===== src/rtl/uart_pkg.sv =====
// Shared UART definitions: receiver state encoding, frame geometry and the
// default bit period used by both the receiver and the transmitter.
package uart_pkg;

  localparam int UART_DATA_BITS    = 8;
  // 100 MHz clock / 115200 baud.
  localparam int UART_CLKS_PER_BIT = 868;

  typedef enum logic [2:0] {
    ST_IDLE  = 3'd0,
    ST_START = 3'd1,
    ST_DATA  = 3'd2,
    ST_STOP  = 3'd3,
    ST_BREAK = 3'd4
  } rx_state_e;

endpackage : uart_pkg


===== src/rtl/uart_rx_sync_2ff.sv =====
// Single-bit two-flop synchroniser for an asynchronous input. RESET_VAL sets
// the value both flops take in reset so an idle-high line stays high.
module sync_2ff #(
  parameter logic RESET_VAL = 1'b1
) (
  input  logic clk,
  input  logic rst_n,
  input  logic d_i,
  output logic q_o
);

  logic meta_q;
  logic sync_q;

  // Two back-to-back flops give the first one a full cycle to resolve.
  always_ff @(posedge clk or negedge rst_n) begin
    if (!rst_n) begin
      meta_q <= RESET_VAL;
      sync_q <= RESET_VAL;
    end else begin
      meta_q <= d_i;
      sync_q <= meta_q;
    end
  end

  assign q_o = sync_q;

endmodule : sync_2ff


===== src/rtl/uart_rx.sv =====
// 8N1 UART receiver. The line is synchronised, the start bit is qualified at
// its midpoint, and every following bit is sampled one bit period later.
//
// Byte interface: rx_valid rises with rx_data holding the received byte and
// stays high, with rx_data frozen, until a cycle where rx_valid & rx_ready;
// the byte is consumed on that edge. A byte finishing while an unaccepted byte
// is still held is dropped and reported with a one-cycle overrun pulse, unless
// the held byte is being accepted in that same cycle, in which case the new
// byte replaces it and rx_valid stays high.
module uart_rx
  import uart_pkg::*;
#(
  parameter int CLKS_PER_BIT = UART_CLKS_PER_BIT
) (
  input  logic                      clk,
  input  logic                      rst_n,
  input  logic                      rx_uart,
  output logic [UART_DATA_BITS-1:0] rx_data,
  output logic                      rx_valid,
  input  logic                      rx_ready,
  output logic                      frame_err,
  output logic                      overrun,
  output logic                      busy,
  output rx_state_e                 state_o
);

  localparam int                CNT_W    = (CLKS_PER_BIT > 2) ? $clog2(CLKS_PER_BIT) : 1;
  localparam logic [CNT_W-1:0] CNT_HALF = CNT_W'((CLKS_PER_BIT - 1) / 2);
  localparam logic [CNT_W-1:0] CNT_LAST = CNT_W'(CLKS_PER_BIT - 1);

  logic                      rx_s;
  rx_state_e                 state_q, state_d;
  logic [CNT_W-1:0]          clk_cnt_q, clk_cnt_d;
  logic [2:0]                bit_idx_q, bit_idx_d;
  logic [UART_DATA_BITS-1:0] shift_q, shift_d;
  logic                      stop_ok, stop_bad;
  logic                      deliver_q;
  logic                      frame_err_q;
  logic                      overrun_q;
  logic [UART_DATA_BITS-1:0] rx_data_q;
  logic                      rx_valid_q;

  sync_2ff #(.RESET_VAL(1'b1)) u_sync (
    .clk   (clk),
    .rst_n (rst_n),
    .d_i   (rx_uart),
    .q_o   (rx_s)
  );

  // State register.
  always_ff @(posedge clk or negedge rst_n) begin
    if (!rst_n) state_q <= ST_IDLE;
    else        state_q <= state_d;
  end

  // Next state plus bit-timing counters and the LSB-first shift register.
  always_comb begin
    state_d   = state_q;
    clk_cnt_d = clk_cnt_q;
    bit_idx_d = bit_idx_q;
    shift_d   = shift_q;
    stop_ok   = 1'b0;
    stop_bad  = 1'b0;
    case (state_q)
      ST_IDLE: begin
        clk_cnt_d = '0;
        bit_idx_d = '0;
        if (!rx_s) state_d = ST_START;
      end
      ST_START: begin
        if (clk_cnt_q == CNT_HALF) begin
          clk_cnt_d = '0;
          // A line that is already high again at mid-start was a glitch.
          state_d   = rx_s ? ST_IDLE : ST_DATA;
        end else begin
          clk_cnt_d = clk_cnt_q + CNT_W'(1);
        end
      end
      ST_DATA: begin
        if (clk_cnt_q == CNT_LAST) begin
          clk_cnt_d = '0;
          shift_d   = {rx_s, shift_q[UART_DATA_BITS-1:1]};
          if (bit_idx_q == 3'd7) begin
            bit_idx_d = '0;
            state_d   = ST_STOP;
          end else begin
            bit_idx_d = bit_idx_q + 3'd1;
          end
        end else begin
          clk_cnt_d = clk_cnt_q + CNT_W'(1);
        end
      end
      ST_STOP: begin
        if (clk_cnt_q == CNT_LAST) begin
          clk_cnt_d = '0;
          // Leaving at mid stop bit leaves half a bit to catch the next start.
          if (rx_s) begin
            stop_ok = 1'b1;
            state_d = ST_IDLE;
          end else begin
            stop_bad = 1'b1;
            state_d  = ST_BREAK;
          end
        end else begin
          clk_cnt_d = clk_cnt_q + CNT_W'(1);
        end
      end
      ST_BREAK: begin
        clk_cnt_d = '0;
        if (rx_s) state_d = ST_IDLE;
      end
      default: state_d = ST_IDLE;
    endcase
  end

  // Datapath registers tracking the FSM.
  always_ff @(posedge clk or negedge rst_n) begin
    if (!rst_n) begin
      clk_cnt_q <= '0;
      bit_idx_q <= '0;
      shift_q   <= '0;
    end else begin
      clk_cnt_q <= clk_cnt_d;
      bit_idx_q <= bit_idx_d;
      shift_q   <= shift_d;
    end
  end

  // Delivery one edge after the stop sample, byte hold and error pulses.
  always_ff @(posedge clk or negedge rst_n) begin
    if (!rst_n) begin
      deliver_q   <= 1'b0;
      frame_err_q <= 1'b0;
      overrun_q   <= 1'b0;
      rx_data_q   <= '0;
      rx_valid_q  <= 1'b0;
    end else begin
      deliver_q   <= stop_ok;
      frame_err_q <= stop_bad;
      overrun_q   <= deliver_q && rx_valid_q && !rx_ready;
      if (deliver_q && (!rx_valid_q || rx_ready)) begin
        rx_data_q  <= shift_q;
        rx_valid_q <= 1'b1;
      end else if (rx_valid_q && rx_ready) begin
        rx_valid_q <= 1'b0;
      end
    end
  end

  // Outputs: busy follows the FSM, everything else is registered.
  always_comb begin
    busy      = (state_q != ST_IDLE);
    state_o   = state_q;
    rx_data   = rx_data_q;
    rx_valid  = rx_valid_q;
    frame_err = frame_err_q;
    overrun   = overrun_q;
  end

endmodule : uart_rx


===== config.mk =====
export PLATFORM = sky130hd
export DESIGN_NAME = uart_rx
export DESIGN_NICKNAME = d
export VERILOG_FILES = /design/src/rtl/uart_pkg.sv /design/src/rtl/uart_rx_sync_2ff.sv /design/src/rtl/uart_rx.sv
export SDC_FILE = /design/constraint.sdc
export NUM_CORES = 1
export LEC_CHECK = 0
export ABC_AREA = 1
export CELL_PAD_IN_SITES_DETAIL_PLACEMENT = 1
export CELL_PAD_IN_SITES_GLOBAL_PLACEMENT = 2
export CORE_MARGIN = 3
export CORE_UTILIZATION = 34
export CTS_BUF_LIST = sky130_fd_sc_hd__clkbuf_2
export DETAILED_ROUTE_END_ITERATION = 10
export PLACE_DENSITY = 0.91
export RECOVER_POWER = 50
export SYNTH_ARGS = -nofsm -noshare
export SYNTH_HDL_FRONTEND = slang
export SYNTH_SLANG_ARGS = --single-unit

===== constraint.sdc =====
create_clock -name clk -period 1.95 [get_ports clk]
set_clock_uncertainty 0.1 [all_clocks]
set_input_delay 0.39 -clock clk [delete_from_list [all_inputs] [get_ports clk]]
set_output_delay 0.39 -clock clk [all_outputs]
set_load 0.01 [all_outputs]

==> impl_metrics.env, run 1 <==
export IMPL_path_clk_slew_ns=0.19
export IMPL_critPathLaunchType="register"
export IMPL_cp_arrival_ns=1.33
export IMPL_peakVddDrop_uv=236.2
export IMPL_finalMaxSlewViolations=0
export IMPL_synth_area_leader_cell="dfrtp_1"
export IMPL_cp_end_kind="primary output"
export IMPL_cts_buffers_inserted=5
export IMPL_synth_edf_count=0
export IMPL_synth_compound_area_share_pct=7.266
export IMPL_worstSetupPathType="reg -> out"
export IMPL_ys_ff_latch=38
export IMPL_fin_cells=360
export IMPL_rsz0062_at_grt="no"
export IMPL_yosys_warnings=0
export IMPL_yosys_area_share_simple_pct=30.85
export IMPL_synth_top_cell_area_share_pct=45.89
export IMPL_wl_per_cell_um=12.59
export IMPL_antenna_found_initial=0
export IMPL_overflow=0
export IMPL_cts_htree_levels=2
export IMPL_syn_area_per_cell_um2=7.729
export IMPL_tns_ns=0
export IMPL_synth_ff_type="dfrtp_1"
export IMPL_min_path_cells=0
export IMPL_viasPerCell=4.578
export IMPL_grt_pass1_wl_mm=7.831
export IMPL_rows=27
export IMPL_place_area_mm2=0.002251
export IMPL_status="finished clean"
export IMPL_pin_count=19
export IMPL_cts_root_buf="clkbuf_2"
export IMPL_worst_pin_slew_ns=0.9450
export IMPL_critPathSlowestCell="clkdlybuf4s50_1"
export IMPL_fin_crit_ns=1.823
export IMPL_grt_max_degree=39
export IMPL_core_area_mm2=0.005540
export IMPL_initial_core_util_pct=35.43
export IMPL_r2r_cells=9
export IMPL_grt_pass1_vias=1721
export IMPL_power_density_mw_per_mm2=503.8
export IMPL_max_freq_ghz=0.5485
export IMPL_setup_violations=0
export IMPL_cp_required_ns=1.46
export IMPL_critPathBufInv=1
export IMPL_async_reset_ff_share_pct=100.0
export IMPL_grt_total_usage_pct=15.20
export IMPL_dp_hpwl_mm=3.249
export IMPL_clk_latency_ns=0.39
export IMPL_fin_util_pct=41.94
export IMPL_yosysSeqAreaShare_pct=48.57
export IMPL_critPathMaxStageDelay_ns=0.54
export IMPL_path_cells="clkdlybuf4s50_1"
export IMPL_cts_tree="built"
export IMPL_synthesis_nets=262
export IMPL_clock_sinks=38
export IMPL_timing_final_crit_share_pct=93.49
export IMPL_critPathTopFamily="buffers and inverters"
export IMPL_die_area_mm2=0.006722
export IMPL_wirelength_mm=4.532
export IMPL_drive_gt1_share_pct=13.54
export IMPL_die_h_um=81.99
export IMPL_p_leak_nw=1.252
export IMPL_synth_area_leaders="dfrtp_1, nand2_1, inv_1"
export IMPL_yosys_top_cells_count="nand2_1, inv_1, dfrtp_1"
export IMPL_antenna_left=0
export IMPL_min_path_type="reg -> reg"
export IMPL_vias=1648
export IMPL_synth_fa_ha_area_share_pct=2.549
export IMPL_hold_viol=0
export IMPL_syn_area_mm2=0.001963
export IMPL_maxCapViolations=0
export IMPL_fin_area_mm2=0.002323
export IMPL_synth_top_family_by_area="simple AND/OR/NAND/NOR gates"
export IMPL_syn_inst=254
export IMPL_gp_congestion=0.7747
export IMPL_nets=295
export IMPL_placed_cells=347
export IMPL_relSlewSlack_pct=37.00
export IMPL_n_antenna_cell=0
export IMPL_drt_first_pass_iters=4
export IMPL_synth_xor_area_share_pct=0.4461
export IMPL_cp_depth=1
export IMPL_drt_iter0_markers=49
export IMPL_synth_most_common_cell="nand2_1"
export IMPL_synth_cell_types=27
export IMPL_port_buffers=18
export IMPL_area_growth_syn_to_layout_pct=18.36
export IMPL_synth_mux_area_share_pct=0.5736
export IMPL_die_w_um=81.99
export IMPL_drc=0
export IMPL_clk_path_buf_depth=2
export IMPL_crit_path_max_fanout=2
-- cells by family after synthesis --
family          after synthesis
compound gates               27
xor+xnor                      1
fa+ha+maj                     4
buf+inv                      48
flops                        38
mux                           1
simple gates                135
-- path summary, 6_finish.rpt --
check	from	endpoint	slack, ns
max	rx_data[7]	rx_data[7]	0.13
min	u_sync.meta_q	u_sync.q_o	0.27
max reg2reg	state_o[2]	clk_cnt_q[7]	0.19
min reg2reg	u_sync.meta_q	u_sync.q_o	0.27
max in group asynchronous	rst_n	state_o[1]	0.46
min in group asynchronous	rst_n	deliver_q	0.65
-- layout by cell type, fill, tap and decap left out --
| master | netlist | final |
|---|---|---|
| nor2_4 | 1 | 1 |
| nor3_1 | 4 | 4 |
| inv_2 | 3 | 3 |
| clkinvlp_4 | 0 | 1 |
| or3_1 | 1 | 1 |
| nand2_4 | 1 | 1 |
| inv_1 | 42 | 42 |
| dfrtp_2 | 0 | 2 |
| o21ai_1 | 9 | 9 |
| nand2_1 | 75 | 75 |
| clkdlybuf4s50_1 | 0 | 11 |
| nand2_2 | 1 | 1 |
| dlygate4sd2_1 | 0 | 3 |
| ha_1 | 4 | 4 |
| clkinv_2 | 0 | 1 |
| mux2_2 | 1 | 1 |
| nand3_1 | 18 | 18 |
| xor2_1 | 1 | 1 |
| dfrtp_1 | 36 | 34 |
| clkinv_1 | 0 | 1 |
| dfstp_2 | 2 | 2 |
| nor2_1 | 21 | 21 |
| buf_4 | 1 | 9 |
| o21ai_0 | 9 | 9 |
| buf_2 | 0 | 1 |
| a21oi_2 | 1 | 1 |
| clkbuf_2 | 0 | 7 |
| o21ai_2 | 1 | 1 |
| dlygate4sd3_1 | 0 | 3 |
| nand3_2 | 1 | 1 |
| a21oi_1 | 7 | 7 |
| nand4_1 | 6 | 6 |
| nand4_4 | 1 | 1 |
| nor2_2 | 5 | 5 |
-- routing by layer --
layer | share of wire, % | global-route usage, %
met1 | 47 | 18.99
met2 | 49 | 26.09
met3 | 2.6 | 3.399
met4 | 0.93 | 4.485
met5 | 0 | 0
-- layout make-up --
cell class,count,area (µm²)
sequential,38,955.9
tap,72,90.09
inverter,45,168.9
fill,720,3217
clock inverter,3,16.27
timing repair buffer,29,249.0
multi-input combinational,168,818.3
clock buffer,5,25.02
-- stage by stage --
step / total power [mW] / hold WS [ns] / worst slack [ns]
final: 1.171 / 0.2741 / 0.1270
after global routing: 1.233 / 0.2833 / 0.007975
after CTS: 1.206 / 0.2384 / 0.007041
after detailed placement: 0.8337 / 0.2507 / 0.1615
after global placement: 0.8333 / 0.2477 / 0.2079
after floorplan: 0.8101 / -0.005591 / 0.4331
-- repair_timing --
item | CTS | global route
hold buffers | 1 | 0
resized for setup | 6 | 2
buffers inserted | 4 | 0
hold endpoints to repair | 36 | 0
endpoints found under the setup margin | 4 | 1
-- registers in the layout, indices dropped and copies added, names as in the netlist --
| signal | count |
|---|---|
| shift_q | 8 |
| frame_err | 1 |
| deliver_q | 1 |
| u_sync.meta_q | 1 |
| overrun | 1 |
| clk_cnt_q | 10 |
| u_sync.q_o | 1 |
| state_o | 3 |
| rx_valid | 1 |
| rx_data | 8 |
| bit_idx_q | 3 |
-- where the power goes --
part / switching (mW) / internal (mW)
combinational: 0.0175 / 0.00608
sequential: 0.00181 / 0.793
clock: 0.270 / 0.0818
Power figures use the tool's default switching activity.
==> run 2, diff against run 1 <==
--- a/config.mk
+++ b/config.mk
@@ -5,14 +5,13 @@
 export SDC_FILE = /design/constraint.sdc
 export NUM_CORES = 1
 export LEC_CHECK = 0
-export ABC_AREA = 1
 export CELL_PAD_IN_SITES_DETAIL_PLACEMENT = 1
 export CELL_PAD_IN_SITES_GLOBAL_PLACEMENT = 2
 export CORE_MARGIN = 3
-export CORE_UTILIZATION = 34
+export CORE_UTILIZATION = 39
 export CTS_BUF_LIST = sky130_fd_sc_hd__clkbuf_2
 export DETAILED_ROUTE_END_ITERATION = 10
-export PLACE_DENSITY = 0.91
+export PLACE_DENSITY = 0.92
 export RECOVER_POWER = 50
 export SYNTH_ARGS = -nofsm -noshare
 export SYNTH_HDL_FRONTEND = slang
==> run 2 against run 1 <==
First-iteration DRC count increased by 29%. Largest power group unchanged. Utilization increased by 13 points. Clock-buffer cell count unchanged.
==> impl_metrics.env, run 2 <==
export IMPL_status="finished clean"
export IMPL_p_comb_share_pct=2.1
export IMPL_drive_gt1_share_pct=32.83
export IMPL_fin_util_pct=55.33
export IMPL_clk_latency_ns=0.40
export IMPL_setup_violations=0
export IMPL_ff_latch_area_um2=955.9
export IMPL_cts_htree_levels=2
export IMPL_synth_ff_type="dfrtp_1"
export IMPL_fill_cells=445
export IMPL_die_area_mm2=0.005429
export IMPL_layout_common_cells="dfrtp_1, mux2_2, buf_4"
export IMPL_final_common_cell="dfrtp_1"
export IMPL_multi_input_area_um2=843.3
export IMPL_hold_start="u_sync.meta_q"
export IMPL_synth_area_leaders="dfrtp_1, mux2_2, o21ai_0"
export IMPL_cp_required_ns=2.22
export IMPL_gp_congestion=0.8054
export IMPL_r2r_start="clk_cnt_q[0]"
export IMPL_yosysSeqAreaShare_pct=53.36
export IMPL_timing_final_crit_share_pct=98.45
export IMPL_drt_iter0_markers=63
export IMPL_n_antenna_cell=0
export IMPL_core_area_mm2=0.004202
export IMPL_synth_most_common_cell="dfrtp_1"
export IMPL_peakVddDrop_uv=309.6
export IMPL_syn_inst=154
export IMPL_port_buffers=18
export IMPL_cts_root_buf="clkbuf_2"
export IMPL_r2r_cells=7
export IMPL_synth_edf_count=0
export IMPL_dp_hpwl_mm=3.180
export IMPL_power_density_mw_per_mm2=564.3
export IMPL_p_leak_nw=1.125
export IMPL_relSlewSlack_pct=26.84
export IMPL_min_path_cells=0
export IMPL_path_clk_slew_ns=0.22
export IMPL_clk_path_buf_depth=2
export IMPL_cp_arrival_ns=2.19
export IMPL_largest_reg_flops=10
export IMPL_holdWs_ns=0.2755
export IMPL_nets=205
export IMPL_swShare_pct=22.42
export IMPL_reg2reg_slack_ns=0.03
export IMPL_vias=1354
export IMPL_internal_power_mw=1.018
export IMPL_yosys_top_cells_count="dfrtp_1, mux2_2, o21ai_0"
export IMPL_wl_per_cell_um=18.06
export IMPL_fin_crit_ns=1.920
export IMPL_grt_pass1_wl_mm=7.700
export IMPL_max_freq_ghz=0.5209
export IMPL_syn_area_mm2=0.001787
export IMPL_syn_area_per_cell_um2=11.60
export IMPL_power_net_switching_mw=0.2941
export IMPL_hold_viol=0
export IMPL_synth_area_leader_cell="dfrtp_1"
export IMPL_synth_top_cell_area_share_pct=50.42
export IMPL_synthesis_nets=162
export IMPL_initial_core_util_pct=42.53
export IMPL_async_reset_ff_share_pct=100.0
export IMPL_worst_pin_slew_ns=1.097
export IMPL_viasPerCell=5.460
export IMPL_cts_tree="built"
export IMPL_cts_buffers_inserted=5
export IMPL_p_total_mw=1.312
export IMPL_cp_end_kind="register"
export IMPL_crit_path_max_fanout=5
export IMPL_rows=23
export IMPL_critPathLaunchType="register"
export IMPL_antenna_found_initial=0
export IMPL_min_path_type="reg -> reg"
export IMPL_ys_ff_latch=38
export IMPL_pin_count=19
export IMPL_pwr_share_clk_pct=37.4
export IMPL_worstSetupPathType="reg -> reg"
export IMPL_die_h_um=73.69
export IMPL_wirelength_mm=4.478
export IMPL_antenna_left=0
export IMPL_yosys_warnings=0
export IMPL_whs_endpoint="u_sync.q_o"
export IMPL_area_growth_syn_to_layout_pct=30.11
export IMPL_regMostFlops="clk_cnt_q"
export IMPL_overflow=0
export IMPL_drt_first_pass_iters=4
export IMPL_synth_cell_types=38
export IMPL_die_w_um=73.69
export IMPL_clock_sinks=38
export IMPL_drc=0
export IMPL_maxCapViolations=0
export IMPL_grt_total_usage_pct=18.84
export IMPL_grt_pass1_vias=1580
export IMPL_grt_max_degree=22
export IMPL_finalMaxSlewViolations=0
export IMPL_p_seq_share_pct=60.6
export IMPL_r2r_end="clk_cnt_q[9]"
[run 2: worst max path at each step]
stage	endpoint	slack (ns)	startpoint	cells after the start
2_1_floorplan	shift_q[3]	0.15	clk_cnt_q[0]	6
3_3_place_gp	rx_data[7]	0.10	rx_ready	4
3_5_place_dp	clk_cnt_q[9]	-0.05	clk_cnt_q[0]	7
4_1_cts	shift_q[7]	0.002	clk_cnt_q[0]	6
5_1_grt	clk_cnt_q[9]	-0.05	clk_cnt_q[0]	7
6_report	clk_cnt_q[9]	0.03	clk_cnt_q[0]	7
[run 2: routing by layer]
layer / wire length (µm) / global-route usage, % / vias to the layer above
met5: 0 / 0 / -
li1: - / - / 639
met2: 2487 / 34.15 / 21
met4: 39 / 6.439 / 0
met1: 1818 / 21.23 / 690
met3: 132 / 4.788 / 4
[run 2: per-stage QoR]
| stage | cell area (µm²) | setup WS, ns | instances | TNS (ns) |
|---|---|---|---|---|
| after global placement | 2130 | 0.1006 | 232 | 0 |
| after detailed placement | 2130 | -0.04531 | 232 | -0.1176 |
| after global routing | 2325 | -0.04559 | 248 | -0.09487 |
| after CTS | 2272 | 0.002224 | 246 | 0 |
| final | 2325 | 0.03027 | 248 | 0 |
| after floorplan | 1787 | 0.1480 | 154 | 0 |
[run 2: cell families after synthesis]
family	synth area share (%)
mux	11.27
buf+inv	2.451
fa+ha+maj	2.801
flops	53.36
simple gates	19.12
compound gates	11.00
[run 2: power by group through the flow]
stage / Sequential (mW) / Clock, mW / Combinational [mW]
after floorplan: 0.808 / 0 / 0.00158
after global placement: 0.808 / 0 / 0.0274
after detailed placement: 0.808 / 0 / 0.0285
after CTS: 0.795 / 0.511 / 0.0301
after global routing: 0.796 / 0.549 / 0.0312
final: 0.795 / 0.490 / 0.0270
[run 2: worst max-delay path, cell delays in order, from the launching register on]
cell and delay (ns):
dfrtp_2 0.50, ha_2 0.19, and4bb_2 0.25, a41oi_2 0.22, nand3_2 0.12, buf_6 0.15, nor4b_4 0.24, a21o_1 0.12
[run 2: cell type report]
type / instances / share of cell area, %
repair buffers: 40 / 16.09
flip-flops and latches: 38 / 41.12
inverters: 5 / 0.8073
well taps: 50 / 2.691
multi-input cells: 107 / 36.28
clock buffers: 5 / 1.076
clock inverters: 3 / 1.938
[run 2: repair_timing]
action,in CTS,in global routing
resized for setup,15,15
endpoints found under the hold margin,15,0
cloned,0,1
hold buffers,1,0
endpoints found under the setup margin,19,21
buffers inserted,5,1
pin swaps,4,7
==> run 3, diff against run 2 <==
--- a/config.mk
+++ b/config.mk
@@ -8,9 +8,10 @@
 export CELL_PAD_IN_SITES_DETAIL_PLACEMENT = 1
 export CELL_PAD_IN_SITES_GLOBAL_PLACEMENT = 2
 export CORE_MARGIN = 3
-export CORE_UTILIZATION = 39
+export CORE_UTILIZATION = 44
 export CTS_BUF_LIST = sky130_fd_sc_hd__clkbuf_2
 export DETAILED_ROUTE_END_ITERATION = 10
+export DONT_BUFFER_PORTS = 1
 export PLACE_DENSITY = 0.92
 export RECOVER_POWER = 50
 export SYNTH_ARGS = -nofsm -noshare
==> run 3 against run 2 <==
Worst hold slack worse by 0.24 ns. First-iteration DRC count up 25%. Setup slack worse by 0.019 ns. Utilization up 0.66 points. Critical path depth unchanged. Register-to-register slack worse by 0.02 ns. Sequential share of layout area up 3.9 points. Critical endpoint is now clk_cnt_q[0]. Largest power group unchanged. Highest routed layer unchanged.
==> impl_metrics.env, run 3 (same netlist as run 2, synthesis figures left out) <==
export IMPL_worstSetupPathType="reg -> reg"
export IMPL_reg2reg_slack_ns=0.01
export IMPL_path_clk_slew_ns=0.22
export IMPL_regMostFlops="clk_cnt_q"
export IMPL_drc=0
export IMPL_cts_tree="built"
export IMPL_viasPerCell=5.879
export IMPL_die_w_um=69.73
export IMPL_pwr_share_clk_pct=30.8
export IMPL_grt_total_usage_pct=18.40
export IMPL_die_h_um=69.73
export IMPL_cts_htree_levels=2
export IMPL_drt_first_pass_iters=4
export IMPL_setup_violations=0
export IMPL_final_common_cell="dfrtp_1"
export IMPL_port_buffers=0
export IMPL_finalMaxSlewViolations=0
export IMPL_swShare_pct=25.45
export IMPL_gp_congestion=0.8261
export IMPL_drt_iter0_markers=79
export IMPL_clock_sinks=38
export IMPL_largest_reg_flops=10
export IMPL_crit_path_max_fanout=8
export IMPL_peakVddDrop_uv=372.4
export IMPL_cp_required_ns=2.16
export IMPL_fill_cells=409
export IMPL_layout_setup_ws_ns=0.01171
export IMPL_p_comb_share_pct=1.8
export IMPL_cts_buffers_inserted=5
export IMPL_placed_cells=211
export IMPL_grt_max_degree=39
export IMPL_grt_pass1_wl_mm=6.920
export IMPL_fin_crit_ns=1.938
export IMPL_timing_final_crit_share_pct=99.40
export IMPL_status="finished clean"
export IMPL_pin_count=19
export IMPL_wl_per_cell_um=19.11
export IMPL_layout_common_cells="dfrtp_1, buf_4, mux2_2"
export IMPL_antenna_left=0
export IMPL_wirelength_mm=4.433
export IMPL_clk_latency_ns=0.42
export IMPL_overflow=0
export IMPL_drive_gt1_share_pct=34.78
export IMPL_area_growth_syn_to_layout_pct=19.05
export IMPL_min_path_type="in -> reg"
export IMPL_p_seq_share_pct=67.4
export IMPL_cp_end_kind="register"
export IMPL_critPathLaunchType="register"
export IMPL_internal_power_mw=0.8789
export IMPL_hold_viol=0
export IMPL_n_antenna_cell=0
export IMPL_clk_path_buf_depth=2
export IMPL_tns_ns=0
export IMPL_nets=191
export IMPL_vias=1364
export IMPL_grt_pass1_vias=1393
export IMPL_antenna_found_initial=0
export IMPL_worst_pin_slew_ns=0.9392
export IMPL_cts_root_buf="clkbuf_2"
export IMPL_max_freq_ghz=0.5159
export IMPL_die_area_mm2=0.004862
export IMPL_rsz0062_at_grt="yes"
export IMPL_p_total_mw=1.179
export IMPL_fin_cells=232
export IMPL_power_net_switching_mw=0.3000
export IMPL_core_area_mm2=0.003799
export IMPL_maxCapViolations=0
export IMPL_initial_core_util_pct=47.04
export IMPL_pre_cts_ws_ns=-0.01497
export IMPL_power_density_mw_per_mm2=554.2
export IMPL_cp_arrival_ns=2.15
export IMPL_dp_hpwl_mm=2.827
export IMPL_relSlewSlack_pct=37.38
export IMPL_p_leak_nw=1.027
export IMPL_rows=22
## run 3: per-layer routing
layer	track usage, %	routed length, µm
met1	22.76	1865
met2	30.72	2245
met3	5.797	204
met4	5.745	117
met5	0	0
## run 3: worst paths after layout
path / start / end / cells after the start
min: rx_ready / overrun / 2
max in group asynchronous: rst_n / clk_cnt_q[0] / 2
min reg2reg: u_sync.meta_q / u_sync.q_o / 0
max: clk_cnt_q[1] / clk_cnt_q[0] / 7
min in group asynchronous: rst_n / bit_idx_q[2] / 2
max reg2reg: clk_cnt_q[1] / clk_cnt_q[0] / 7
## run 3: repair_timing
item	4_1_cts	5_1_grt
buffers inserted	0	10
setup endpoints to repair	10	20
hold endpoints to repair	39	0
hold buffers	3	0
gates resized for setup	2	16
pin swaps	0	5
## run 3: cell type report
class / count / area, µm² / share of cell area (%)
Clock inverter: 3 / 16.27 / 0.7647
Sequential cell: 38 / 957.2 / 45.00
Tap cell: 48 / 60.06 / 2.824
Inverter: 5 / 18.77 / 0.8824
Multi-Input combinational cell: 107 / 832.0 / 39.12
Clock buffer: 5 / 25.02 / 1.176
Timing Repair Buffer: 26 / 217.7 / 10.24
## run 3: power by group through the flow
stage / registers [mW] / clock network [mW] / logic [mW]
after floorplan: 0.808 / 0 / 0.00158
after global placement: 0.809 / 0 / 0.00172
after detailed placement: 0.809 / 0 / 0.00187
after CTS: 0.795 / 0.362 / 0.0258
after global routing: 0.796 / 0.410 / 0.0246
final: 0.795 / 0.363 / 0.0207
## run 3: critical path, stage by stage (launching register included)
cell and delay, ns:
dfrtp_2 0.49, inv_1 0.07, ha_1 0.14, and4bb_2 0.28, nand4_1 0.15, nor4b_4 0.17
buf_4 0.18, mux2_2 0.26
## run 3: metrics by stage
stage	hold WS (ns)	utilization, %	instance area [µm²]
after floorplan	-0.005591	-	1787
final	0.04029	55.99	2127
after CTS	0.05400	53.20	2021
after global routing	0.04114	55.99	2127
after global placement	-0.004290	50.86	1932
after detailed placement	-0.004134	50.86	1932
